===== src/rtl/radix8_booth_pipe.sv =====
// Three-stage radix-8 Booth multiplier with running accumulator and valid/ready flow control.
// Stage 1 recodes X and builds 3Y, stage 2 reduces the partial products, and stage 3 produces prod/acc.
module radix8_booth_pipe #(
    parameter int N     = 16,
    parameter int ACC_W = 2*N+8
) (
    input  logic             clk,
    input  logic             rst,
    input  logic             in_valid,
    output logic             in_ready,
    input  logic [N-1:0]     x,
    input  logic [N-1:0]     y,
    input  logic             is_signed,
    input  logic             acc_en,
    output logic             out_valid,
    input  logic             out_ready,
    output logic [2*N-1:0]   prod,
    output logic [ACC_W-1:0] acc
);

    localparam int K  = (N + 3) / 3;
    localparam int XW = 3 * K;
    localparam int W  = 2*N + 2;
    localparam int YW = N + 3;

    // digit encoding {neg, sel1, sel2, sel3, sel4}; window is {x[3i+2], x[3i+1], x[3i], x[3i-1]}
    function automatic logic [4:0] booth_enc(input logic [3:0] t);
        logic [4:0] d;
        case (t)
            4'b0001, 4'b0010: d = 5'b01000;
            4'b0011, 4'b0100: d = 5'b00100;
            4'b0101, 4'b0110: d = 5'b00010;
            4'b0111:          d = 5'b00001;
            4'b1000:          d = 5'b10001;
            4'b1001, 4'b1010: d = 5'b10010;
            4'b1011, 4'b1100: d = 5'b10100;
            4'b1101, 4'b1110: d = 5'b11000;
            default:          d = 5'b00000;
        endcase
        return d;
    endfunction

    logic                  w_adv1, w_adv2, w_adv3;
    logic [XW:0]           w_xb;
    logic [K-1:0][4:0]     w_dig;
    logic [N:0]            w_y_ext;
    logic [YW-1:0]         w_y_sx;
    logic [YW-1:0]         w_y3;
    logic [W-1:0]          w_sum;
    logic [ACC_W-1:0]      w_ext;
    logic [ACC_W-1:0]      w_acc_next;

    logic                  r_v1, r_v2, r_v3;
    logic [K-1:0][4:0]     r_dig;
    logic [N:0]            r_y;
    logic [YW-1:0]         r_y3;
    logic                  r_ae1, r_ae2;
    logic [W-1:0]          r_sum;
    logic [2*N-1:0]        r_prod;
    logic [ACC_W-1:0]      r_acc;

    assign w_adv3   = !r_v3 || out_ready;
    assign w_adv2   = !r_v2 || w_adv3;
    assign w_adv1   = !r_v1 || w_adv2;
    assign in_ready = w_adv1;

    always_comb begin
        w_xb = '0;
        w_xb[N:1] = x;
        for (int b = N + 1; b <= XW; b++) begin
            w_xb[b] = is_signed & x[N-1];
        end
        w_dig = '0;
        for (int i = 0; i < K; i++) begin
            w_dig[i] = booth_enc(w_xb[3*i+3 -: 4]);
        end
    end

    assign w_y_ext = {is_signed & y[N-1], y};
    assign w_y_sx  = {{2{w_y_ext[N]}}, w_y_ext};
    assign w_y3    = (w_y_sx << 1) + w_y_sx;

    always_comb begin
        logic [YW-1:0] v_mag;
        logic [W-1:0]  v_pp;
        w_sum = '0;
        for (int i = 0; i < K; i++) begin
            v_mag = '0;
            if (r_dig[i][3]) v_mag = {{2{r_y[N]}}, r_y};
            if (r_dig[i][2]) v_mag = {r_y[N], r_y, 1'b0};
            if (r_dig[i][1]) v_mag = r_y3;
            if (r_dig[i][0]) v_mag = {r_y, 2'b00};
            v_pp = {{(W-YW){v_mag[YW-1]}}, v_mag};
            if (r_dig[i][4]) v_pp = ~v_pp;
            w_sum = w_sum + (v_pp << (3*i)) + (W'(r_dig[i][4]) << (3*i));
        end
    end

    // r_sum is the exact product in both modes (unsigned operands enter as non-negative),
    // so sign-extending it equals the mode-dependent extension of prod.
    generate
        if (ACC_W > W) begin : g_ext_wide
            assign w_ext = {{(ACC_W-W){r_sum[W-1]}}, r_sum};
        end else if (ACC_W == W) begin : g_ext_equal
            assign w_ext = r_sum;
        end else begin : g_ext_narrow
            assign w_ext = r_sum[ACC_W-1:0];
        end
    endgenerate

    // r_acc doubles as acc_prev: both load together whenever S3 takes a transaction
    assign w_acc_next = (r_ae2 ? r_acc : '0) + w_ext;

    always_ff @(posedge clk or negedge rst) begin
        if (!rst) begin
            r_v1  <= 1'b0;
            r_dig <= '0;
            r_y   <= '0;
            r_y3  <= '0;
            r_ae1 <= 1'b0;
        end else if (w_adv1) begin
            r_v1 <= in_valid;
            if (in_valid) begin
                r_dig <= w_dig;
                r_y   <= w_y_ext;
                r_y3  <= w_y3;
                r_ae1 <= acc_en;
            end
        end
    end

    always_ff @(posedge clk or negedge rst) begin
        if (!rst) begin
            r_v2  <= 1'b0;
            r_sum <= '0;
            r_ae2 <= 1'b0;
        end else if (w_adv2) begin
            r_v2 <= r_v1;
            if (r_v1) begin
                r_sum <= w_sum;
                r_ae2 <= r_ae1;
            end
        end
    end

    always_ff @(posedge clk or negedge rst) begin
        if (!rst) begin
            r_v3   <= 1'b0;
            r_prod <= '0;
            r_acc  <= '0;
        end else if (w_adv3) begin
            r_v3 <= r_v2;
            if (r_v2) begin
                r_prod <= r_sum[2*N-1:0];
                r_acc  <= w_acc_next;
            end
        end
    end

    assign out_valid = r_v3;
    assign prod      = r_prod;
    assign acc       = r_acc;

endmodule

===== config.mk =====
export PLATFORM = sky130hd
export DESIGN_NAME = radix8_booth_pipe
export DESIGN_NICKNAME = d
export VERILOG_FILES = /design/src/rtl/radix8_booth_pipe.sv
export SDC_FILE = /design/constraint.sdc
export NUM_CORES = 1
export LEC_CHECK = 0
export CAP_MARGIN = 5
export CORE_ASPECT_RATIO = 0.7
export CORE_MARGIN = 2
export CORE_UTILIZATION = 30
export DETAILED_ROUTE_END_ITERATION = 8
export PLACE_DENSITY = 0.55
export SLEW_MARGIN = 20
export SYNTH_ARGS = -nofsm -noshare
export SYNTH_HDL_FRONTEND = slang
export SYNTH_SLANG_ARGS = --single-unit

===== constraint.sdc =====
create_clock -name clk -period 5.9 [get_ports clk]
set_clock_uncertainty 0.2 [all_clocks]
set_input_delay 0.885 -clock clk [delete_from_list [all_inputs] [get_ports clk]]
set_output_delay 0.885 -clock clk [all_outputs]
set_load 0.005 [all_outputs]

Word level (Yosys, flattened, before mapping). Memory sizes are Yosys's and may differ from the RTL's. A register that Yosys moved wholly into a read port is not among the register bits. Cells that the tools add are included.

Bits in registers: 152. Bits in latches: 0. Memory bits (writable): 0. Bits in read-only memories: 400. Bits of input ports: 38. Output and inout port bits: 74. Memories kept: 5.

Add/sub/neg operators: 13. Multipliers: 0. Divide/modulo/power cells: 0. Order comparisons: 0. Eq/ne operators: 7. Shifts and indexed selects: 0. Mux-type cells: 32. Bitwise logic cells: 8. Reduce and logical (&&, ||, !) cells: 14.

Memories: (name not given) (depth 16, bits a word 5, rd ports 1, clocked after memory_dff 1, wr ports 0, line 29) `case (t)`; (name not given) (depth 16, bits a word 5, rd ports 1, clocked after memory_dff 1, wr ports 0, line 29); (name not given) (depth 16, bits a word 5, rd ports 1, clocked after memory_dff 1, wr ports 0, line 29); (name not given) (depth 16, bits a word 5, rd ports 1, clocked after memory_dff 1, wr ports 0, line 29); (name not given) (depth 16, bits a word 5, rd ports 1, clocked after memory_dff 1, wr ports 0, line 29).

Operators by type and width (count): 2-to-1 mux 19 bit (25); adder 34 bit (5); adder 40 bit (1); 2-to-1 mux 40 bit (1); case mux 5 bit (7 select lines) (1); adder 34 x 1 -> 34 bit (1); adder 34 x 10 -> 34 bit (1); adder 34 x 13 -> 34 bit (1); adder 34 x 16 -> 34 bit (1); adder 34 x 4 -> 34 bit (1); adder 34 x 7 -> 34 bit (1); 2-to-1 mux 34 bit (1); NOT 34 bit (1); 2-to-1 mux 31 bit (1); NOT 31 bit (1); 2-to-1 mux 28 bit (1); NOT 28 bit (1); 2-to-1 mux 25 bit (1); NOT 25 bit (1); 2-to-1 mux 22 bit (1); NOT 22 bit (1); adder 18 x 17 -> 19 bit (1); NOT 19 bit (1); == test 3 bit (second input constant) (4); 6 further kinds (19).

Logic depth before layout (Yosys ltp).
Depth after elaboration: 17. Gate-level depth with buffers: 25. Depth with buffers taken out: 23.

Worst setup path before layout. Ideal clock, no wire load.

Path type: register -> register. From: register r_dig[18] (netlist name). To: register r_sum[33]. Setup time: 130 ps. Data arrival time: 5711 ps. Setup slack: -141 ps. Cell stages (with the launch flop): 24. Path buffers: 1. Path through: dfrtp_1 > nor2b_1 > clkbuf_1 > a22oi_1 > nor2_1 > a21oi_1 > o21ai_0 > xor2_1 > fa_1 > fa_1 > fa_1 > inv_1 > fa_1 > inv_1 > ha_1 > nand2_1 > or4_1 > a211o_1 > a211oi_2 > a211oi_2 > o31ai_1 > a21oi_1 > xnor2_1 > o21ai_1.

Word-level cells in the longest chain between the ends: 12.

RTL lines: start, declared (line 54) `logic [K-1:0][4:0] r_dig;`; 2-to-1 mux 19 bit (*) (line 89) `if (r_dig[i][3]) v_mag = {{2{r_y[N]}}, r_y};`; 2-to-1 mux 19 bit (*) (line 90) `if (r_dig[i][2]) v_mag = {r_y[N], r_y, 1'b0};`; 2-to-1 mux 19 bit (*) (line 91) `if (r_dig[i][1]) v_mag = r_y3;`; 2-to-1 mux 19 bit (*) (line 92) `if (r_dig[i][0]) v_mag = {r_y, 2'b00};`; NOT 25 bit (line 94) `if (r_dig[i][4]) v_pp = ~v_pp;`; 2-to-1 mux 25 bit (*) (line 94); adder 34 bit (*) (line 95) `w_sum = w_sum + (v_pp << (3*i)) + (W'(r_dig[i][4]) << (3*i));`; adder 34 x 10 -> 34 bit (*) (line 95); adder 34 bit (*) (line 95); adder 34 x 13 -> 34 bit (*) (line 95); adder 34 bit (*) (line 95); adder 34 x 16 -> 34 bit (*) (line 95); end signal, assigned (line 140) `r_sum <= w_sum;`; end, declared (line 58) `logic [W-1:0] r_sum;`.

Mark *: on every way between the ends. The rest lies on a longest branch, timed or not. A chain may end at the register's enable or synchronous reset.

Worst setup path in the final report.
From: register r_dig[12] (netlist name). To: register r_sum[33].

Word-level cells in the longest chain between the ends: 13.

RTL lines (line): 2-to-1 mux 19 bit (*) (90); 2-to-1 mux 19 bit (*) (91); 2-to-1 mux 19 bit (*) (92); NOT 28 bit (94); 2-to-1 mux 28 bit (*) (94); adder 34 bit (*) (95); adder 34 x 7 -> 34 bit (*) (95); adder 34 bit (*) (95); adder 34 x 10 -> 34 bit (*) (95); adder 34 bit (*) (95); adder 34 x 13 -> 34 bit (*) (95); adder 34 bit (*) (95); adder 34 x 16 -> 34 bit (*) (95).

Marked as above.

==> flow_summary_export.csv <==
group,metric,value,unit
sta,setup_viol,0,
synth,netlist_area,17300,µm²
finish,final_cells,2985,
synth,synth.distinct_cells,61,
cts,cts_max_path_buffers,2,
sta,hold_viol,0,
sta,min_period,5710,ps
cts,htreeDepth,4,
grt,grt_pass1_vias,14500,
synth,synth_flop_cell,"dfrtp_1",
place,placed_cells,2944,
synth,netlist_top_cells_area,"dfrtp_1 (25%), fa_1 (10%), ha_1 (10%)",
setup_path,worstPathMaxFanout,14,
synth,ys_seq_area_frac,0.250,
place,dp_hpwl,44800,µm
sta,finalHoldWorstSlack,242,ps
cts,cts_tree,"done",
job,cap_violations,0,
synth,synthCells,2084,
sta,finalCritPeriodShare,0.968,
synth,synth-edff-count,0,
outcome,status,"completed",
finish,fill_cells,5839,
die,initial_core_util,0.304,
sta,worst_pin_slew,924,ps
route,ant_nets,0,
setup_path,cp-start-kind,"flip-flop",
cts,clock_latency,480,ps
finish,final_common_cell,"nand2_1",
die,die_area,59700,µm²
setup_path,crit_type,"flip-flop to flip-flop",
finish,antenna_cells,0,
route,wirelength,56300,µm
route,firstDrtPassIters,5,
cts,cts_sinks,173,
synth,syn_nets,2347,
cts,clockRootBuffer,"clkbuf_16",
grt,busiest_layer,"met1",
hold_path,hold_class,"primary input to asynchronous set/reset pin",
route,wl_per_cell,18.9,µm
grt,grt_pass1_wl,87000,µm
route,drt_iter0_markers,1061,
grt,gr-usage-met2,0.269,
route,num_vias,15300,
finish,final_cell_mix,"nand2_1 (276), o21ai_0 (192), dfrtp_1 (161)",
finish,syn_to_final_growth,21.4,%
sta,rsz0062_at_grt,"yes",
route,drc,0,
die,core,56900,µm²
setup_path,reg2reg_depth,23,
synth,async_flop_share,1.00,
grt,antenna_found_initial,1,
place,io_buffers,111,
synth,yosys_warnings,0,
grt,track_usage,0.189,
grt,grt.overflow.total,0,
finish,drive_above_1_share,0.149,
place,finalWeightedCongestion,0.920,
setup_path,critPathArrivalTime,5850,ps
setup_path,cp-end-kind,"flip-flop",
synth,synth-seq-cells,173,
route,viasPerCell,5.12,
die,die_height,205,µm
die,rows,73,
synth,netlist.area_leader.share,0.250,
grt,grt_start_max_net_pins,91,
sta,slew_headroom,0.384,
synth,synth_top_cell_by_area,"dfrtp_1",
cts,hold_buffers,0,
sta,max_freq,175,MHz
cts,clk_pin_slew,70,ps
finish,nets,2485,
die,pin_count,112,
synth,syn_area_per_cell,8.31,µm²
sta,slew_violations,0,
cts,cts_buffers,17,
grt,met1_usage,0.292,
die,die_w,291,µm
grt,grt_use_met3,0.0389,
setup_path,worstPathRequired,6040,ps
-- through the flow --
step / worst slack, ps / setup TNS [ps] / cell area, µm² / utilization
floorplan: 3.14 / 0 / 17300 / -
global placement: -132 / -181 / 20000 / 0.351
detailed placement: -72.1 / -117 / 20000 / 0.351
CTS: 16.2 / 0 / 20600 / 0.361
global route: -89.7 / -169 / 21000 / 0.370
finish: 190 / 0 / 21000 / 0.370
-- timing repair --
item,CTS,global route
resized for setup,4,103
pin swaps,9,54
gates cloned,0,0
hold endpoints to repair,0,0
endpoints found under the setup margin,3,15
buffers inserted,0,9
-- cell usage after synthesis, types with 16 or more instances --
cell type,n
a21o_1,41
a21oi_1,157
a22oi_1,55
and2_1,41
buf_1,20
clkbuf_1,130
dfrtp_1,173
fa_1,87
ha_1,138
inv_1,113
mux2_2,57
nand2_1,281
nand2b_1,19
nor2_1,141
nor2b_1,18
nor3_1,16
o21ai_0,215
o31ai_1,17
xnor2_1,111
xor2_1,79
-- registers in the layout, indices dropped and copies added (netlist names), 17 cells and up --
| register | count |
|---|---|
| r_y3 | 17 |
| acc | 40 |
| r_y | 17 |
| r_dig | 28 |
| r_sum | 34 |
| prod | 32 |
-- logic make-up (layout without fill, tap and decap cells) --
family                     after synthesis  in the layout  share of synthesized area
DFF                                    173            173                      0.250
muxes                                   65             65                     0.0417
buffers and inverters                  264            415                     0.0572
AOI/OAI and AO/OA                      606            606                      0.214
xor gates and xnor gates               190            190                     0.0961
and+or+nand+nor                        561            561                      0.141
adders and majority gates              225            225                      0.200
-- path summary, 6_finish.rpt --
kind | from | endpoint | slack, ps
max reg2reg | r_dig[12] | r_sum[33] | 190
min | rst | r_y3[1] | 240
min reg2reg | prod[1] | prod[1] | 290
max | r_dig[12] | r_sum[33] | 190
max in group asynchronous | rst | r_sum[22] | 4020
min in group clk | prod[1] | prod[1] | 290
-- per-layer routing --
layer  up-vias  wire [µm]
li1       7437          -
met1      7437      28900
met2       387      23200
met3        27       3690
met4         0        571
met5         -          0
-- area by class of cell --
class | instances | area [µm²] | area share
sequential | 173 | 4340 | 0.207
clock buffer | 20 | 457 | 0.0217
tap | 750 | 938 | 0.0446
multi-input combinational | 1647 | 12400 | 0.588
clock inverter | 12 | 136 | 0.00649
timing repair buffer | 269 | 2350 | 0.112
inverter | 114 | 428 | 0.0203
-- critical path: stages (launching register included) --
cell	delay, ps
dfrtp_2	440
buf_4	150
buf_6	140
a21oi_1	150
nor2_1	60
a21oi_1	110
o21ai_0	80
buf_4	160
xnor2_4	180
fa_1	480
fa_1	460
fa_1	490
inv_1	40
ha_1	300
ha_4	280
nand2_1	50
or4_1	490
a211o_1	350
a211oi_2	260
a211oi_2	70
o31ai_1	250
a21oi_1	110
xnor2_1	180
o21ai_1	70
Power is left out: the tool's default activity adds up to more than one toggle a clock period on the data nets, which glitch-free logic cannot reach.
